**config.mk**
```make
export PLATFORM = sky130hd
export DESIGN_NAME = uart_tx_arb
export DESIGN_NICKNAME = d
export VERILOG_FILES = /design/src/rtl/uart_tx_arb.sv
export SDC_FILE = /design/constraint.sdc
export NUM_CORES = 1
export LEC_CHECK = 0
export ABC_AREA = 0
export BUFFER_PORTS_ARGS = -buffer_cell sky130_fd_sc_hd__clkbuf_2
export CAP_MARGIN = 20
export CORE_ASPECT_RATIO = 1.5
export CORE_MARGIN = 5
export CORE_UTILIZATION = 47
export DETAILED_ROUTE_END_ITERATION = 8
export PLACE_DENSITY_LB_ADDON = 0.2
export SYNTH_ARGS = -nofsm -noshare
export SYNTH_HDL_FRONTEND = slang
export SYNTH_SLANG_ARGS = --single-unit
```
**constraint.sdc**
```tcl
create_clock -name clk_i -period 1.53 [get_ports clk_i]
set_input_delay 0.0765 -clock clk_i [delete_from_list [all_inputs] [get_ports clk_i]]
set_output_delay 0.0765 -clock clk_i [all_outputs]
set_load 0.02 [all_outputs]
```
**src/rtl/uart_tx_arb.sv**
```systemverilog
// uart_tx_arb: round-robin arbiter that shares one uart_tx byte transmitter
// among NREQ requesters. The grant is held for a whole packet, so packets
// from different requesters never interleave. An optional timeout revokes
// the grant from an owner that stays idle in the middle of a packet.
module uart_tx_arb #(
    parameter int unsigned NREQ         = 2,
    parameter int unsigned LOCK_TIMEOUT = 0
) (
    input  logic              clk_i,
    input  logic              rst_i,
    input  logic [NREQ-1:0]   req_bi,
    input  logic [NREQ-1:0]   last_bi,
    input  logic [8*NREQ-1:0] data_bi,
    output logic [NREQ-1:0]   ack_bo,
    output logic [NREQ-1:0]   grant_bo,
    input  logic              locked_i,
    output logic              tx_start_o,
    output logic [7:0]        tx_data_bo,
    input  logic              tx_done_tick_i,
    output logic              busy_o,
    output logic              timeout_o
);

    localparam int unsigned IW = (NREQ > 1) ? $clog2(NREQ) : 1;

    typedef enum logic [1:0] {
        ST_IDLE,
        ST_WAIT,
        ST_HOLD
    } state_t;

    state_t        state;
    logic [IW-1:0] ptr;
    logic [IW-1:0] own_q;
    logic          last_q;
    logic [31:0]   tmo_cnt;

    logic [IW-1:0] arb_sel;
    logic          arb_hit;
    int unsigned   idx;
    logic [7:0]    bytes [NREQ];

    for (genvar g = 0; g < NREQ; g++) begin : g_bytes
        assign bytes[g] = data_bi[8*g +: 8];
    end

    function automatic logic [NREQ-1:0] onehot(input logic [IW-1:0] k);
        logic [NREQ-1:0] v;
        v    = '0;
        v[k] = 1'b1;
        return v;
    endfunction

    // Round-robin pick: first requesting index after ptr, wrapping modulo NREQ.
    always_comb begin
        arb_hit = 1'b0;
        arb_sel = '0;
        idx     = 0;
        for (int unsigned i = 1; i <= NREQ; i++) begin
            idx = (32'(ptr) + i) % NREQ;
            if (!arb_hit && req_bi[idx[IW-1:0]]) begin
                arb_hit = 1'b1;
                arb_sel = idx[IW-1:0];
            end
        end
    end

    // Sequencer: launch one byte, wait for its done tick, hold grant mid-packet.
    always_ff @(posedge clk_i) begin
        if (rst_i) begin
            state      <= ST_IDLE;
            ptr        <= IW'(NREQ - 1);
            own_q      <= '0;
            last_q     <= 1'b0;
            tmo_cnt    <= '0;
            ack_bo     <= '0;
            grant_bo   <= '0;
            tx_start_o <= 1'b0;
            tx_data_bo <= '0;
            busy_o     <= 1'b0;
            timeout_o  <= 1'b0;
        end else begin
            tx_start_o <= 1'b0;
            ack_bo     <= '0;
            timeout_o  <= 1'b0;
            case (state)
                ST_IDLE: begin
                    if (locked_i && arb_hit) begin
                        own_q      <= arb_sel;
                        tx_data_bo <= bytes[arb_sel];
                        last_q     <= last_bi[arb_sel];
                        grant_bo   <= onehot(arb_sel);
                        ack_bo     <= onehot(arb_sel);
                        tx_start_o <= 1'b1;
                        busy_o     <= 1'b1;
                        state      <= ST_WAIT;
                    end
                end
                ST_WAIT: begin
                    if (tx_done_tick_i) begin
                        if (last_q) begin
                            grant_bo <= '0;
                            ptr      <= own_q;
                            busy_o   <= 1'b0;
                            state    <= ST_IDLE;
                        end else begin
                            tmo_cnt <= '0;
                            state   <= ST_HOLD;
                        end
                    end
                end
                ST_HOLD: begin
                    if (req_bi[own_q] && locked_i) begin
                        tx_data_bo <= bytes[own_q];
                        last_q     <= last_bi[own_q];
                        ack_bo     <= onehot(own_q);
                        tx_start_o <= 1'b1;
                        state      <= ST_WAIT;
                    end else if (LOCK_TIMEOUT != 0) begin
                        if (tmo_cnt == 32'(LOCK_TIMEOUT - 1)) begin
                            grant_bo  <= '0;
                            ptr       <= own_q;
                            timeout_o <= 1'b1;
                            busy_o    <= 1'b0;
                            state     <= ST_IDLE;
                        end else begin
                            tmo_cnt <= tmo_cnt + 32'd1;
                        end
                    end
                end
                default: state <= ST_IDLE;
            endcase
        end
    end

endmodule

```
==> reports/summary.txt <==
status: finished, final reports clean
initial antenna violation count: 0
Total Power: 1.05 mW
Critical Path Source Type: register
top_reg_cell synth: dfxtp_1
Worst Skew: 4.96 ps
Placed Cells: 177
synth-to-layout area growth: 25.5%
Synth Instances: 122
FF-to-FF path depth: 5
Synth cell types: 27
Area contributors post-synth: dfxtp_1 38%, a21oi_1 12%, mux2i_1 10%, a221o_1 9.0%, nand2_1 7.9%
cts hold-fix bufs: 0
first-pass GRT wire length: 4330 µm
post-synthesis sequential area ratio: 38.1%
CTS root buf: clkbuf_4
H-tree levels: 1
Required @ worst endpoint: 1700 ps
TritonCTS buffer count: 3
GRT overflow: 0
port buffer count: 37
Tcrit/Tclk final: 95.9%
# rows: 20
post-detailed-route count of antenna-violating nets: 0
CTS resizes: 0
Finish-stage setup viols: 0
cell taking the most area after synthesis: dfxtp_1
Slew Limit Fails: 0
syn_area_per_cell: 8.17 µm²
Max IR drop VDD: 0.600 mV
Worst-Skew Late Latency: 290 ps
Routed Wire Length: 2470 µm
YS warnings: 0
crit path DAT: 1640 ps
starting density of the core: 49.2%
min-delay worst type: input pin to register
pwr dens: 836 mW/mm²
CP max FO: 20
Longest Clk Path Bufs: 2
vias: 1029
syn nets: 146
NumNets Final: 184
Pleak: 0.532 nW
CTS tree: yes
Hold Crit Endpoint: state[1]$_SDFFE_PP0P_
Min Clock Period, post-route: 1470 ps
core area: 0.00203 mm²
gpl congestion: 0.840
hold path startpoint: tx_done_tick_i
DR DRC count: 0
setup bufs post-CTS: 0
routed wire length per instance: 13.6 µm
R2R Setup Slk: 60 ps
Hold Vio Cnt, Final: 0
WS Path Type: register to register
largest net degree at the start of global routing: 21
Die Ht: 66.4 µm
Die X: 47.6 µm
R2R Path End: tx_data_bo[2]$_SDFFE_PP0P_
Reg clk slew, reported paths: 110 ps
hold path depth: 3
top cell type's share of synthesized area: 38.1%
CP Capture Type: register
fillers: 183
vias in the first global route: 1026
Fmax: 0.681 GHz
Post-Syn Area: 997 µm²
clock sink count: 19
layout cells sized above 1: 31.4%
Synth Register Bits: 19
I/O pin count: 39
DP HPWL: 1940 µm
area of the die: 0.00316 mm²
gr usage total: 18.7%
final cell count without fillers: 181
Max Cap Viol: 0
antenna fix cells: 0
RR Startpoint: state[1]$_SDFFE_PP0P_
Post-synth EDFFs: 0
DR vias/cell: 5.69
drt pass-1 iters: 4
DR iter-0 viols: 45
Post-synth ARST share: 0%
## cell type report
type	count	area, µm²	share of cell area (%)
Inverter	3	11.3	0.900
Multi-Input combinational cell	90	558	44.6
Clock buffer	3	22.5	1.80
Sequential cell	19	380	30.4
Timing Repair Buffer	43	246	19.7
Tap cell	22	27.5	2.20
Clock inverter	1	5.00	0.400
## power by group
group / internal (mW) / leakage [nW] / switching [mW]
logic: 0.111 / 0.359 / 0.146
clock network: 0.0972 / 0.0177 / 0.148
registers: 0.525 / 0.155 / 0.0192
## synth_stat cells (all sizes together) (2+ instances only)
| library cell | count |
|---|---|
| a211oi | 2 |
| nand2b | 2 |
| mux2i | 10 |
| nand4 | 2 |
| nor2b | 2 |
| buf | 9 |
| inv | 3 |
| nand2 | 21 |
| nand3 | 3 |
| a21oi | 24 |
| nor2 | 3 |
| a21boi | 2 |
| dfxtp | 19 |
| a221o | 9 |
| nor3 | 2 |
## worst max-delay path, cell delays in order (launching register included)
cell and delay [ps]:
dfxtp_1 430, or3b_1 380, o2111ai_1 140, buf_12 200
a221o_1 130, a21oi_1 60
## per-stage QoR
stage          hold slack (ps)  setup TNS (ps)  worst slack [ps]  area, µm²  util, %
2_1_floorplan              240               0               164        997        -
3_3_place_gp               382               0               135       1220     60.1
3_5_place_dp               382               0               100       1220     60.1
4_1_cts                   56.2               0              59.6       1240     61.4
5_1_grt                   88.2           -6.43             -5.01       1250     61.7
6_report                  60.7               0              62.1       1250     61.7
## kinds of logic (layout without fill, tap and decap cells)
| logic type | Yosys count | in the layout | synth area share (%) |
|---|---|---|---|
| compound gates | 41 | 41 | 27.7 |
| buf+inv | 13 | 50 | 6.15 |
| flops | 19 | 19 | 38.1 |
| mux | 10 | 10 | 10.0 |
| other cells | 1 | 1 | 0.376 |
| simple gates | 38 | 38 | 17.6 |
## placed cells by master (no fill, tap or decap)
cell       instances
a211o_1            1
a211oi_1           2
a21bo_2            1
a21boi_1           1
a21boi_2           1
a21oi_1           24
a221o_1            9
buf_12             1
buf_4              4
buf_6              1
clkbuf_2          37
clkbuf_4           3
clkinv_2           1
conb_1             1
dfxtp_1           19
inv_1              3
mux2i_1           10
nand2_1           21
nand2b_1           2
nand3_1            3
nand3b_1           1
nand4_1            2
nor2_1             3
nor2b_1            1
nor2b_2            1
nor3_1             2
o2111ai_1          1
o21ai_0            1
or3_1              1
or3b_1             1
## how the worst max path moves through the flow
stage                                startpoint                    endpoint  cells after the start
final                     state[1]$_SDFFE_PP0P_  tx_data_bo[2]$_SDFFE_PP0P_                      5
after global routing      state[1]$_SDFFE_PP0P_  tx_data_bo[0]$_SDFFE_PP0P_                      5
after CTS                 state[1]$_SDFFE_PP0P_  tx_data_bo[2]$_SDFFE_PP0P_                      5
after detailed placement  state[1]$_SDFFE_PP0P_  tx_data_bo[2]$_SDFFE_PP0P_                      5
after global placement    state[1]$_SDFFE_PP0P_  tx_data_bo[2]$_SDFFE_PP0P_                      5
after floorplan              own_q$_SDFFE_PP0P_         last_q$_SDFFE_PP0P_                      6
## per-layer routing
metal,vias to the layer above,global-route usage [%],share of wire [%]
li1,514,-,-
met1,484,21.1,39
met2,29,32.6,55
met3,2,3.81,5.5
met4,0,7.41,0.65
met5,-,0,0
## state kept, by name (all words and copies together), names as in the netlist
| signal | cells |
|---|---|
| ack_bo | 2 |
| busy_o | 1 |
| grant_bo | 2 |
| last_q | 1 |
| own_q | 1 |
| ptr | 1 |
| state | 2 |
| tx_data_bo | 8 |
| tx_start_o | 1 |
No activity file was read; power rests on OpenSTA's default activity.
